<file path="src/rtl/cbus_axi_pkg.sv">
// Shared types and constants for the cbus to AXI3 bridge.
// Holds the cbus request/response structs used on the cache-manager side,
// the AXI burst/response encodings and the bridge FSM state type.
package cbus_axi_pkg;

    // Only INCR bursts are ever issued.
    localparam logic [1:0] AXI_BURST_INCR = 2'b01;

    typedef enum logic [1:0] {
        AXI_RESP_OKAY   = 2'b00,
        AXI_RESP_EXOKAY = 2'b01,
        AXI_RESP_SLVERR = 2'b10,
        AXI_RESP_DECERR = 2'b11
    } axi_resp_t;

    typedef enum logic [2:0] {
        IDLE = 3'd0,
        AR   = 3'd1,
        R    = 3'd2,
        AW   = 3'd3,
        W    = 3'd4,
        B    = 3'd5
    } bridge_state_t;

    // len is beats-1; data/strobe carry the current write beat.
    typedef struct packed {
        logic        valid;
        logic        is_write;
        logic [2:0]  size;
        logic [31:0] addr;
        logic [3:0]  strobe;
        logic [31:0] data;
        logic [3:0]  len;
    } cbus_req_t;

    // One ready pulse per accepted beat; last marks end of transaction.
    typedef struct packed {
        logic        ready;
        logic        last;
        logic [31:0] data;
    } cbus_resp_t;

endpackage

</file>
<file path="src/rtl/cbus_axi_bridge.sv">
// cbus to AXI3 master bridge.
// Turns the single cbus request stream from the cache arbiter into AXI3 AR/R/AW/W/B
// traffic, one outstanding INCR burst at a time.
// Build option: CBUS_AXI_BRESP_WAIT_EN - when defined, the write is reported complete
// (cresp.last) only on the B response; otherwise on the final W handshake, with the
// B response absorbed silently before the next request is accepted.
module cbus_axi_bridge
    import cbus_axi_pkg::*;
#(
    parameter int unsigned ID_W  = 4,
    parameter int unsigned RD_ID = 0,
    parameter int unsigned WR_ID = 1
) (
    input  logic            clk,
    input  logic            resetn,

    input  cbus_req_t       creq,
    output cbus_resp_t      cresp,

    output logic [ID_W-1:0] arid,
    output logic [31:0]     araddr,
    output logic [3:0]      arlen,
    output logic [2:0]      arsize,
    output logic [1:0]      arburst,
    output logic            arvalid,
    input  logic            arready,

    input  logic [ID_W-1:0] rid,
    input  logic [31:0]     rdata,
    input  logic [1:0]      rresp,
    input  logic            rlast,
    input  logic            rvalid,
    output logic            rready,

    output logic [ID_W-1:0] awid,
    output logic [31:0]     awaddr,
    output logic [3:0]      awlen,
    output logic [2:0]      awsize,
    output logic [1:0]      awburst,
    output logic            awvalid,
    input  logic            awready,

    output logic [ID_W-1:0] wid,
    output logic [31:0]     wdata,
    output logic [3:0]      wstrb,
    output logic            wlast,
    output logic            wvalid,
    input  logic            wready,

    input  logic [ID_W-1:0] bid,
    input  logic [1:0]      bresp,
    input  logic            bvalid,
    output logic            bready
);

    bridge_state_t state_q, state_d;
    logic [3:0]    cnt_q, cnt_d;
    logic [31:0]   addr_q, addr_d;
    logic [3:0]    len_q, len_d;
    logic [2:0]    size_q, size_d;
    logic          w_final;

    // Response IDs and codes carry no information for a single-outstanding master.
    logic unused_inputs;
    assign unused_inputs = ^{rid, rresp, bid, bresp};

    // Final write beat of the burst is reached when the counter matches len.
    assign w_final = (cnt_q == len_q);

    // Next-state logic: FSM transitions, beat counter and request capture.
    always_comb begin
        state_d = state_q;
        cnt_d   = cnt_q;
        addr_d  = addr_q;
        len_d   = len_q;
        size_d  = size_q;
        unique case (state_q)
            IDLE: begin
                if (creq.valid) begin
                    state_d = creq.is_write ? AW : AR;
                    // Address phase fields are held in flops so they stay stable
                    // while the slave stalls, whatever upstream does meanwhile.
                    addr_d  = creq.addr;
                    len_d   = creq.len;
                    size_d  = creq.size;
                end
            end
            AR: begin
                if (arready) begin
                    state_d = R;
                    cnt_d   = '0;
                end
            end
            R: begin
                if (rvalid && rlast) begin
                    state_d = IDLE;
                end
            end
            AW: begin
                if (awready) begin
                    state_d = W;
                    cnt_d   = '0;
                end
            end
            W: begin
                if (wready) begin
                    if (w_final) begin
                        state_d = B;
                    end else begin
                        // len <= 15, so the final beat never needs to increment.
                        cnt_d = cnt_q + 4'd1;
                    end
                end
            end
            B: begin
                if (bvalid) begin
                    state_d = IDLE;
                end
            end
            default: begin
                state_d = IDLE;
            end
        endcase
    end

    // State registers with synchronous active-low reset; reset abandons any burst.
    always_ff @(posedge clk) begin
        if (!resetn) begin
            state_q <= IDLE;
            cnt_q   <= '0;
            addr_q  <= '0;
            len_q   <= '0;
            size_q  <= '0;
        end else begin
            state_q <= state_d;
            cnt_q   <= cnt_d;
            addr_q  <= addr_d;
            len_q   <= len_d;
            size_q  <= size_d;
        end
    end

    // Address and write-data channel payloads; validity comes from the state decode.
    assign arid    = ID_W'(RD_ID);
    assign araddr  = addr_q;
    assign arlen   = len_q;
    assign arsize  = size_q;
    assign arburst = AXI_BURST_INCR;

    assign awid    = ID_W'(WR_ID);
    assign awaddr  = addr_q;
    assign awlen   = len_q;
    assign awsize  = size_q;
    assign awburst = AXI_BURST_INCR;

    assign wid     = ID_W'(WR_ID);
    assign wdata   = creq.data;
    assign wstrb   = creq.strobe;

    // Handshake and cbus response decode; R and W beats pass straight through.
    always_comb begin
        arvalid = 1'b0;
        awvalid = 1'b0;
        wvalid  = 1'b0;
        wlast   = 1'b0;
        rready  = 1'b0;
        bready  = 1'b0;
        cresp   = '0;
        unique case (state_q)
            AR: begin
                arvalid = 1'b1;
            end
            R: begin
                rready      = 1'b1;
                cresp.ready = rvalid;
                cresp.last  = rvalid & rlast;
                cresp.data  = rdata;
            end
            AW: begin
                awvalid = 1'b1;
            end
            W: begin
                wvalid      = 1'b1;
                wlast       = w_final;
                cresp.ready = wready;
`ifdef CBUS_AXI_BRESP_WAIT_EN
                cresp.last  = 1'b0;
`else
                cresp.last  = wready & w_final;
`endif
            end
            B: begin
                bready = 1'b1;
`ifdef CBUS_AXI_BRESP_WAIT_EN
                // Write is only reported complete once the slave has responded.
                cresp.ready = bvalid;
                cresp.last  = bvalid;
`endif
            end
            default: begin
                cresp = '0;
            end
        endcase
    end

endmodule

</file>
<file path="config.mk">
export PLATFORM = sky130hd
export DESIGN_NAME = cbus_axi_bridge
export DESIGN_NICKNAME = d
export VERILOG_FILES = /design/src/rtl/cbus_axi_pkg.sv /design/src/rtl/cbus_axi_bridge.sv
export SDC_FILE = /design/constraint.sdc
export NUM_CORES = 1
export LEC_CHECK = 0
export BUFFER_PORTS_ARGS = -buffer_cell sky130_fd_sc_hd__buf_4
export CAP_MARGIN = 20
export CORE_AREA = 2 2 116 118
export CTS_CLUSTER_DIAMETER = 40
export DETAILED_ROUTE_END_ITERATION = 8
export DIE_AREA = 0 0 118 120
export PLACE_DENSITY = 0.7
export SLEW_MARGIN = 5
export SYNTH_ARGS = -nofsm -noshare
export SYNTH_HDL_FRONTEND = slang
export SYNTH_SLANG_ARGS = --single-unit
</file>
<file path="constraint.sdc">
create_clock -name clk -period 1.25 [get_ports clk]
set_input_delay 0.125 -clock clk [delete_from_list [all_inputs] [get_ports clk]]
set_output_delay 0.125 -clock clk [all_outputs]
set_load 0.01 [all_outputs]
</file>
==> results.md, run 1 <==
- Run status: complete, but fails checks
- Violated checks: setup timing
- Cell Area, Synth: 2933 µm²
- Setup violators final: 86
- Switching share of power: 0.3729
- PortBufs: 198
- Area grow syn2layout: 85.71%
- CTS max path bufs: 2
- Dpl cell area: 4178 µm²
- Remaining routing DRC violations: 0
- Largest net degree at the start of global routing: 34
- Wire per inst: 14.57 µm
- Leakage power: 2.656 nW
- Worst skew pair latency: 0.29 ns
- Final GP Congestion: 0.8278
- Crit-path cells: buf_6 -> nor2_4 -> buf_12 -> buf_8 -> and3_4 -> buf_6
- IR drop worst, VDD: 1.238 mV
- IO Pins: 299
- Peak Freq: 641.0 MHz
- TritonRoute pass-1 iters: 4
- Worst hold path class: in -> reg
- Area leader, netlist: dfxtp_1
- CP most frequent cell: buf_6
- Internal: 0.006503 W
- Hold Vio Cnt, Final: 0
- Post-DRT Antenna Nets: 0
- Initial Utilization: 0.2259
- CP Class: reg -> out
- Die Span X: 118 µm
- RSZ-0062 raised after global routing: yes
- Hpwl dp: 6745 µm
- Netlist cell types: 35
- Root Buffer: clkbuf_16
- Slew Viols, Final: 0
- Sink Count: 46
- Worst setup margin: -0.3101 ns
- Die extent in y: 120 µm
- Syn Area/Cell: 7.948 µm²
- CP bufs+invs: 4
- First-pass GRT wire length: 14390 µm
- DR iter-0 viols: 105
- Yosys top cell area share: 0.3140
- Top post-synthesis cells by area: dfxtp_1 31%, buf_4 25%, nand2_1 11%
- Tcrit/Tclk final: 1.248
- Crit path time final: 1.560 ns
- Part of the power in combinational logic: 0.652
- WP data required: 1.12 ns
- Detailed Route WL: 10360 µm
- CP endpoint kind: output port
- Critical-path top delay cell: dfxtp_4
- Non-Filler Instances: 711
- Mapped Cells: 369
- Placed insts: 672
- Seq/Total Area, Yosys: 0.3140
- Gr usage total: 0.1312
- Die area: 14160 µm²
- Multi-input logic area: 1767 µm²
- Ys Warns: 0
- Vias in the first global route: 2749
- Max-cap viol count: 0
- Family with the most delay on the worst path: buffers and inverters
- Critical Path Max Stage Delay: 0.36 ns
- Vias per inst: 4.214
- Net Switching: 0.003866 W
- Global route overflow: 0
- Fin nets: 665
- Site Rows: 42
- Via Count: 2996
- Num CTS Buffers: 5
- # diodes: 0
- Seq pwr share: 0.200
- Antenna violations before repair: 0
- Ratio of cells with drive above 1 in the final layout: 0.6991
- Arr. time, crit path: 1.44 ns
- Crit Path Max Fanout: 8
- CTS tree: yes
- Worst setup SP type: register
- Core Area: 12980 µm²
- Clock network power share: 0.148
- Htree depth: 2
- Synthesis-stage register bit count: 46
- Hold buffers post-CTS: 0
- Setup Skew: 0.009091 ns
- Register Area: 937.1 µm²
- FILL cells: 1257
- Clock transition at path regs: 0.07 ns
- Power Dens Cells: 1904 nW/µm²
- Design Area, Final: 5446 µm²
[kinds of logic (layout without fill, tap and decap cells)]
| kind of cell | after synthesis | count (layout) | synth area share |
|---|---|---|---|
| AOI/OAI and AO/OA | 49 | 49 | 0.1288 |
| DFF | 46 | 46 | 0.3140 |
| adders and majority gates | 1 | 1 | 0.004266 |
| xor gates and xnor gates | 4 | 4 | 0.01194 |
| muxes | 6 | 6 | 0.02048 |
| other | 2 | 16 | 0.002561 |
| and+or+nand+nor | 146 | 146 | 0.2432 |
| buffers and inverters | 115 | 267 | 0.2747 |
[synthesized netlist by cell type (all sizes together)]
library cell	n
buf	102
nand2	87
dfxtp	46
a21boi	39
and3	32
clkbuf	11
nor2	7
mux2i	6
nand3	6
o21ai	5
nand2b	4
xnor2	4
nor3	3
conb	2
inv	2
o221a	2
a31o	1
a32oi	1
and2	1
and2b	1
and4	1
ha	1
nand4	1
nand4bb	1
nor3b	1
nor4b	1
o211ai	1
[cell type report]
| class | instances | share of cell area |
|---|---|---|
| Clock inverter | 1 | 0.005513 |
| Multi-Input combinational cell | 222 | 0.3244 |
| Inverter | 2 | 0.002527 |
| Sequential cell | 46 | 0.1721 |
| Clock buffer | 6 | 0.02550 |
| Tap cell | 176 | 0.04043 |
| Timing Repair Buffer | 258 | 0.4296 |
[worst register-to-register path, stage by stage, from the launching register on]
cell and delay (ns):
dfxtp_4 0.36, buf_12 0.13, buf_8 0.13, nor3_4 0.19, buf_12 0.16, buf_8 0.13, buf_16 0.13, nand2_1 0.06
a21boi_1 0.11
[cells in the final DEF, fill, tap and decap left out, drive strengths merged]
cell,n
and3,32
clkbuf,9
buf,255
nor3,3
nor2,7
nor4b,1
conb,16
o211ai,1
nand4bb,1
nand2b,4
xnor2,4
nand3,6
a21boi,39
and4,1
ha,1
and2b,1
dfxtp,46
o221a,2
nand4,1
o21ai,5
a31o,1
clkinvlp,1
mux2i,6
bufinv,1
a32oi,1
and2,1
inv,1
nand2,87
nor3b,1
[sequential cells by signal, summed over array words and instances, names as in the netlist]
name	cells
arlen	4
state_q	3
arsize	3
araddr	32
cnt_q	4
[metal layers]
layer,GRT usage,wire (µm),vias up
li1,-,-,1439
met1,0.1360,3867,1362
met2,0.2493,5469,183
met3,0.04230,881,12
met4,0.04142,142,0
met5,0,0,-
[through the flow]
step / hold slack (ns) / worst slack, ns / util / power [W] / setup TNS [ns]
after floorplan: 0.2599 / 0.0007511 / - / 0.004434 / 0
after global placement: 0.2501 / -0.08071 / 0.3219 / 0.006084 / -2.461
after detailed placement: 0.2501 / -0.1038 / 0.3219 / 0.006119 / -3.401
after CTS: 0.07788 / -0.3138 / 0.3741 / 0.009405 / -20.48
after global routing: 0.07766 / -0.3786 / 0.4196 / 0.01092 / -23.60
final: 0.08042 / -0.3101 / 0.4196 / 0.01037 / -18.21
[what timing repair did]
action                     CTS  global route
setup endpoints to repair   86            86
setup buffers               16            12
resized for setup           62           158
pin swaps                   11            86
gates cloned                 8             4
[power groups by stage]
stage | clock [W] | sequential (W) | combinational [W]
2_1_floorplan | 0 | 0.00209 | 0.00234
3_3_place_gp | 0 | 0.00201 | 0.00407
3_5_place_dp | 0 | 0.00202 | 0.00410
4_1_cts | 0.00159 | 0.00201 | 0.00581
5_1_grt | 0.00164 | 0.00211 | 0.00718
6_report | 0.00154 | 0.00207 | 0.00676
[path summary, 6_finish.rpt]
check,slack (ns),cells after the start,startpoint,endpoint
setup / recovery,-0.31,6,state_q[2],cresp[16]
hold / removal,0.08,3,creq[73],arsize[1]
setup reg to reg,-0.21,8,state_q[0],araddr[21]
hold reg to reg,0.47,2,araddr[15],araddr[15]
No activity file was read; power rests on OpenSTA's default activity.
==> inputs of run 2 (changes only) <==
Settings changed: ABC_AREA set to 1.
==> run 2 against run 1 <==
The flow still finishes with violations (setup timing). Hold slack improved by 0.0092 ns. Count of clock-buffer cells in the layout increased by 1. Via count increased by 4.7%. Final area rose by 0.23%. Routed wire length up 4.0%. Highest routed layer unchanged. Synthesized cell count rose by 18%. Critical path depth stayed put. Worst setup slack worse by 0.0031 ns. Global-route usage rose by 1.5 points. Sequential share of layout area fell by 0.11 points. Critical path type unchanged. Sequential power is 13% higher. Flip-flop and latch count did not move.
==> results.md, run 2 <==
- Synth top cells by count: 92 x buf_4, 84 x inv_1, 53 x nor2_1, 46 x dfxtp_1, 40 x a21oi_1 (was 96 x buf_4, 87 x nand2_1, 46 x dfxtp_1, 32 x and3_1, 29 x a21boi_0)
- Area leader, netlist: dfxtp_1 (unchanged)
- Leakage power: 2.684 nW (was 2.656 nW)
- Cell Area, Synth: 2928 µm² (was 2933 µm²)
- Net Switching: 0.004334 W (was 0.003866 W)
- Post-DRT Antenna Nets: 0 (unchanged)
- First-pass GRT wire length: 16020 µm (was 14390 µm)
- Initial Utilization: 0.2256 (was 0.2259)
- Vias in the first global route: 3045 (was 2749)
- Syn Area/Cell: 6.746 µm² (was 7.948 µm²)
- WP data required: 1.12 ns (about the same)
- CTS max path bufs: 2 (unchanged)
- Netlist cell types: 26 (was 35)
- IO Pins: 299 (unchanged)
- FFs w/ async S/R, synth: 0 (unchanged)
- Vias per inst: 4.026 (was 4.214)
- Slew margin rel.: 0.4476
- Largest net degree at the start of global routing: 47 (was 34)
- # diodes: 0 (unchanged)
- Number of flip-flops under the largest register name: 32 (unchanged)
- Fin nets: 733 (was 665)
- Slew @ Worst Pin: 0.8286 ns
- Synth Area in Adders: 0.004274 (was 0.004266)
- Multiplexer share of the synthesized area: 0 (was 0.02048)
- Worst skew pair latency: 0.28 ns (was 0.29 ns)
- Num CTS Buffers: 5 (unchanged)
- Remaining routing DRC violations: 0 (unchanged)
- Crit path time final: 1.563 ns (was 1.560 ns)
- CTS tree: yes (unchanged)
- Wire per inst: 13.83 µm (was 14.57 µm)
- Gr usage total: 0.1460 (was 0.1312)
- Crit Path Max Fanout: 4 (was 8)
- Part of the power in combinational logic: 0.665 (was 0.652)
- Most frequent cells in the layout: 222 x buf_4, 80 x inv_1, 42 x dfxtp_1, 31 x nor2_2, 30 x a21oi_2 (was 205 x buf_4, 45 x nand2_1, 39 x dfxtp_1, 32 x buf_6)
- Placed insts: 742 (was 672)
- PortBufs: 198 (unchanged)
- Violated checks: setup timing (unchanged)
- Synthesis-stage register bit count: 46 (unchanged)
- Post-synthesis compound-gate area fraction: 0.1432 (was 0.1288)
- Post-Synth XOR/XNOR Area: 0.005983 (was 0.01195)
- Die Span X: 118 µm (unchanged)
- Ys Warns: 0 (unchanged)
- Peak Freq: 639.7 MHz (was 641.0 MHz)
- Most common cell after layout, fill and taps aside: buf_4 (unchanged)
- Clock transition at path regs: 0.06 ns (was 0.07 ns)
- Non-Filler Instances: 779 (was 711)
- Worst setup margin: -0.3132 ns (was -0.3101 ns)
- Site Rows: 42 (unchanged)
- Hpwl dp: 7116 µm (was 6745 µm)
- Core Area: 12980 µm² (unchanged)
- Seq/Total Area, Yosys: 0.3145 (was 0.3140)
- Largest family of logic cells by synthesized area: buffers and inverters (unchanged)
- Power Dens Cells: 1960 nW/µm² (was 1904 nW/µm²)
- Run status: complete, but fails checks (unchanged)
- Final GP Congestion: 0.8025 (was 0.8278)
- Die extent in y: 120 µm (unchanged)
- Switching share of power: 0.4051 (was 0.3729)
- Hold Vio Cnt, Final: 0 (unchanged)
- CP endpoint kind: output port (unchanged)
- Yosys top cell area share: 0.3145 (was 0.3140)
- Seq pwr share: 0.218 (was 0.200)
- Mapped Cells: 434 (was 369)
- Slew Viols, Final: 0 (unchanged)
- Tcrit/Tclk final: 1.251 (was 1.248)
- Worst setup SP type: register (unchanged)
- Ratio of cells with drive above 1 in the final layout: 0.6650 (was 0.6991)
- CP Class: reg -> out (unchanged)
- Setup tns final: -20.99 ns (was -18.21 ns)
- EDFF count, synth: 0 (unchanged)
- Arr. time, crit path: 1.44 ns (about the same)
- Antenna violations before repair: 0 (unchanged)
- Hold buffers post-CTS: 0 (unchanged)
- TritonRoute pass-1 iters: 4 (unchanged)
- Area grow syn2layout: 86.45% (was 85.71%)
- Global route overflow: 0 (unchanged)
- Internal: 0.006366 W (was 0.006503 W)
- Htree depth: 2 (unchanged)
- Worst hold path class: in -> reg (unchanged)
- Setup violators final: 86 (unchanged)
- Top post-synthesis cells by area: dfxtp_1 31%, buf_4 24%, inv_1 11% (was dfxtp_1 31%, buf_4 25%, nand2_1 11%)
- Root Buffer: clkbuf_16 (unchanged)
- Setup Skew: 0.003446 ns (was 0.009091 ns)
- Sink Count: 46 (unchanged)
- Simple-gate portion of the synthesized area: 0.1556 (was 0.2432)
- Most instantiated library cell after synthesis: buf_4 (unchanged)
- Max-cap viol count: 0 (unchanged)
- Via Count: 3136 (was 2996)
- IR drop worst, VDD: 1.034 mV (was 1.238 mV)
- Die area: 14160 µm² (unchanged)
- Clock network power share: 0.117 (was 0.148)
- Detailed Route WL: 10770 µm (was 10360 µm)
- Primary FF master, synth: dfxtp_1 (unchanged)
- RSZ-0062 raised after global routing: yes (unchanged)
- DR iter-0 viols: 96 (was 105)
run 2: changes by cell type after synthesis, sizes merged, moves of 36 or more:
| cell | change |
|---|---|
| a21boi | -38 |
| inv | +87 |
| o21ai | +36 |
| a21oi | +40 |
| nor2 | +50 |
| nand2 | -55 |
run 2: layer usage:
layer / vias to the layer above / part of all wire / GRT usage
li1: 1539 / - / -
met1: 1409 / 0.33 / 0.1368
met2: 175 / 0.54 / 0.2882
met3: 13 / 0.10 / 0.05846
met4: 0 / 0.021 / 0.04367
met5: - / 0 / 0
run 2: power groups by stage:
stage	clock network [W]	registers (W)	logic, W
floorplan	0	0.00248	0.00261
global placement	0	0.00237	0.00452
detailed placement	0	0.00238	0.00457
CTS	0.00131	0.00234	0.00687
global route	0.00138	0.00240	0.00759
finish	0.00125	0.00234	0.00711
run 2: worst paths after layout:
kind | cells after the start | startpoint | to | slack (ns)
setup reg to reg | 8 | state_q[1] | araddr[14] | -0.26
hold / removal | 3 | creq[45] | araddr[5] | 0.09
setup / recovery | 6 | state_q[0] | cresp[32] | -0.31
hold reg to reg | 2 | araddr[11] | araddr[11] | 0.46
run 2: metrics by stage:
step                      utilization  setup WS, ns  instance area [µm²]  hold slack, ns  total power [W]
after floorplan                     -      0.009374                 3004          0.3003         0.005095
after global placement         0.3224       -0.1173                 4185          0.2501         0.006888
after detailed placement       0.3224       -0.1119                 4185          0.2501         0.006943
after CTS                      0.4073       -0.3109                 5286         0.08294          0.01052
after global routing           0.4206       -0.4023                 5459         0.09120          0.01136
final                          0.4206       -0.3132                 5459         0.08960          0.01070
run 2: what timing repair did:
action / CTS / global route
buffers inserted: 21 / 7
gates resized for setup: 192 / 37
pin swaps: 39 / 16
setup endpoints to repair: 79 / 86
gates cloned: 9 / 0
run 2: area by class of cell:
type / instances / area (µm²)
well taps: 176 / 220.2
repair buffers: 256 / 2257
fillers: 1269 / 7521
inverters: 89 / 357.8
flip-flops and latches: 46 / 933.4
clock buffers: 7 / 132.6
multi-input cells: 205 / 1558
run 2: kinds of logic after synthesis:
group	after synthesis
other	2
and+or+nand+nor	103
xor gates and xnor gates	2
adders and majority gates	1
AOI/OAI and AO/OA	83
buffers and inverters	197
DFF	46
run 2: critical path, cell delays in order, from the launching register on:
cell	delay [ns]
dfxtp_4	0.36
buf_6	0.12
nor3_4	0.17
inv_4	0.10
buf_6	0.13
o22ai_4	0.14
buf_6	0.13
==> inputs of run 3 (changes only) <==
Settings changed: REMOVE_ABC_BUFFERS set to 1.
==> run 3 against run 2 <==
Register-to-register slack got worse by 0.02 ns. First-iteration DRC count down 35%. Die area stayed put. Flip-flop and latch count did not move. Routed wire length up 6.8%. The flow still finishes with violations (setup timing). Critical endpoint is now arvalid. Final area fell by 1.6%. Largest cell class unchanged. Clock power increased by 6%. Largest power group unchanged. Non-clock buffer count is 2 higher. Critical path type unchanged.
==> results.md, run 3 (same netlist as run 2, synthesis figures left out) <==
- Run status: complete, but fails checks (unchanged)
- Violated checks: setup timing (unchanged)
- Hold Path Sink: araddr[24] (was araddr[5])
- Ratio of cells with drive above 1 in the final layout: 0.6304 (was 0.6650)
- Die area: 14160 µm² (unchanged)
- Hold Slack: 0.08787 ns (was 0.08960 ns)
- Clock transition at path regs: 0.06 ns (about the same)
- Met1 GRT Util: 0.1587 (was 0.1368)
- CP most frequent cell: buf_4 (was buf_6)
- Detailed Route WL: 11500 µm (was 10770 µm)
- Site Rows: 42 (unchanged)
- Antenna violations before repair: 0 (unchanged)
- Placed insts: 748 (was 742)
- Critical R2R Launch: state_q[1] (unchanged)
- Core Area: 12980 µm² (unchanged)
- Place WS: -0.1786 ns (was -0.1119 ns)
- Num CTS Buffers: 5 (unchanged)
- CTS max path bufs: 2 (unchanged)
- # diodes: 0 (unchanged)
- Initial Utilization: 0.2256 (unchanged)
- R2r setup slk: -0.28 ns (was -0.26 ns)
- Hold_sp: creq[64] (was creq[45])
- Wire per inst: 14.71 µm (was 13.83 µm)
- Die extent in y: 120 µm (unchanged)
- Fin nets: 735 (was 733)
- Critical R2R Capture: araddr[20] (was araddr[14])
- GR met3 Demand/Resource: 0.09696 (was 0.05846)
- Die Span X: 118 µm (unchanged)
- IR drop worst, VDD: 0.8108 mV (was 1.034 mV)
- Non-Filler Instances: 782 (was 779)
- Vias in the first global route: 2775 (was 3045)
- Final GP Congestion: 0.7690 (was 0.8025)
- DR iter-0 viols: 62 (was 96)
- Most frequent cells in the layout: 219 x buf_4, 81 x inv_1, 38 x dfxtp_1, 32 x o21ai_2, 29 x a21oi_1 (was 222 x buf_4, 80 x inv_1, 42 x dfxtp_1, 31 x nor2_2, 30 x a21oi_2)
- Critical Path Max Stage Delay: 0.36 ns (about the same)
- Setup violators final: 86 (unchanged)
- Critical-path top delay cell: dfxtp_4 (unchanged)
- PortBufs: 198 (unchanged)
- Via Count: 3207 (was 3136)
- Largest net degree at the start of global routing: 25 (was 47)
- Worst hold path class: in -> reg (unchanged)
- Max-cap viol count: 0 (unchanged)
- Power Dens Cells: 1895 nW/µm² (was 1960 nW/µm²)
- Hold Path Stages: 3 (unchanged)
- WP data required: 1.12 ns (about the same)
- Worst skew pair latency: 0.29 ns (was 0.28 ns)
- Vias per inst: 4.101 (was 4.026)
- CTS tree: yes (unchanged)
- Arr. time, crit path: 1.43 ns (was 1.44 ns)
- Peak Freq: 642.0 MHz (was 639.7 MHz)
- RSZ-0062 raised after global routing: yes (unchanged)
- Crit Path Max Fanout: 4 (unchanged)
- IO Pins: 299 (unchanged)
- Leakage power: 2.707 nW (was 2.684 nW)
- TritonRoute pass-1 iters: 4 (unchanged)
- Met2 Use GR: 0.2111 (was 0.2882)
- Hold Vio Cnt, Final: 0 (unchanged)
- Worst setup margin: -0.3077 ns (was -0.3132 ns)
- Number of flip-flops under the largest register name: 32 (unchanged)
- Most common cell after layout, fill and taps aside: buf_4 (unchanged)
- GR peak layer: met2 (unchanged)
- Post-DRT Antenna Nets: 0 (unchanged)
- Setup Skew: 0.008674 ns (was 0.003446 ns)
- CP Class: reg -> out (unchanged)
- Crit path time final: 1.558 ns (was 1.563 ns)
- Hpwl dp: 8109 µm (was 7116 µm)
- Fin util: 0.4137 (was 0.4206)
- Sink Count: 46 (unchanged)
- Crit-path cells: buf_4 -> nor2_1 -> inv_2 -> nor2_2 -> buf_4 -> buf_4 (was buf_6 -> nor3_4 -> inv_4 -> buf_6 -> o22ai_4 -> buf_6)
- Tcrit/Tclk final: 1.246 (was 1.251)
- Global route overflow: 0 (unchanged)
- Area grow syn2layout: 83.42% (was 86.45%)
- First-pass GRT wire length: 15320 µm (was 16020 µm)
- Worst setup SP type: register (unchanged)
- Worst r2r path cells: 8 (unchanged)
- Htree depth: 2 (unchanged)
- Root Buffer: clkbuf_16 (unchanged)
- Remaining routing DRC violations: 0 (unchanged)
- CP endpoint kind: output port (unchanged)
- Slew Viols, Final: 0 (unchanged)
- Gr usage total: 0.1395 (was 0.1460)
-- run 3: cell types whose count changed in the layout (fill, tap and decap cells not counted), sizes merged --
cell	change
clkinv	+2
clkinvlp	-1
inv	+1
clkbuf	+7
buf	-6
-- run 3: cell type report --
type	instances	area, µm²
fill	1258	7610
clock buffer	6	128.9
timing repair buffer	258	2270
multi-input combinational	205	1455
inverter	89	344.1
clock inverter	2	13.76
tap	176	220.2
sequential	46	938.4
-- run 3: report_power, final --
group	internal, W	switching [W]
combinational	0.00344	0.00306
sequential	0.00195	0.000405
clock	0.000743	0.000578
total	0.00613	0.00405
-- run 3: worst max-delay path, delay by kind of cell (launching register included) --
kind | cells | cell delay [ns]
buf+inv | 4 | 0.46
simple gates | 2 | 0.33
flops | 1 | 0.36
-- run 3: per-layer routing --
metal  wire [µm]  share of wire
met5         123          0.011
met4          63         0.0055
met2        5173           0.45
met3        1703           0.15
met1        4437           0.39
-- run 3: worst max-delay path by stage --
stage | start | to | slack [ns] | depth (start not counted)
after floorplan | state_q[0] | araddr[0] | -0.57 | 4
after global placement | state_q[1] | cresp[24] | -0.11 | 6
after detailed placement | state_q[1] | cresp[24] | -0.18 | 6
after CTS | state_q[0] | cresp[32] | -0.30 | 6
after global routing | state_q[1] | cresp[23] | -0.39 | 6
final | state_q[1] | arvalid | -0.31 | 6
-- run 3: through the flow --
step / cell area (µm²) / TNS, ns / total power, W
CTS: 4683 / -19.58 / 0.008984
finish: 5370 / -20.16 / 0.01018
global placement: 4244 / -3.166 / 0.006937
floorplan: 2220 / -26.87 / 0.004247
global route: 5370 / -26.53 / 0.01083
detailed placement: 4244 / -6.257 / 0.007002
-- run 3: timing repair --
action | in CTS | in global routing
setup buffers | 13 | 6
cloned | 1 | 8
hold buffers | 0 | 0
gates resized for setup | 70 | 130
pin swaps | 8 | 7
endpoints found under the setup margin | 81 | 86
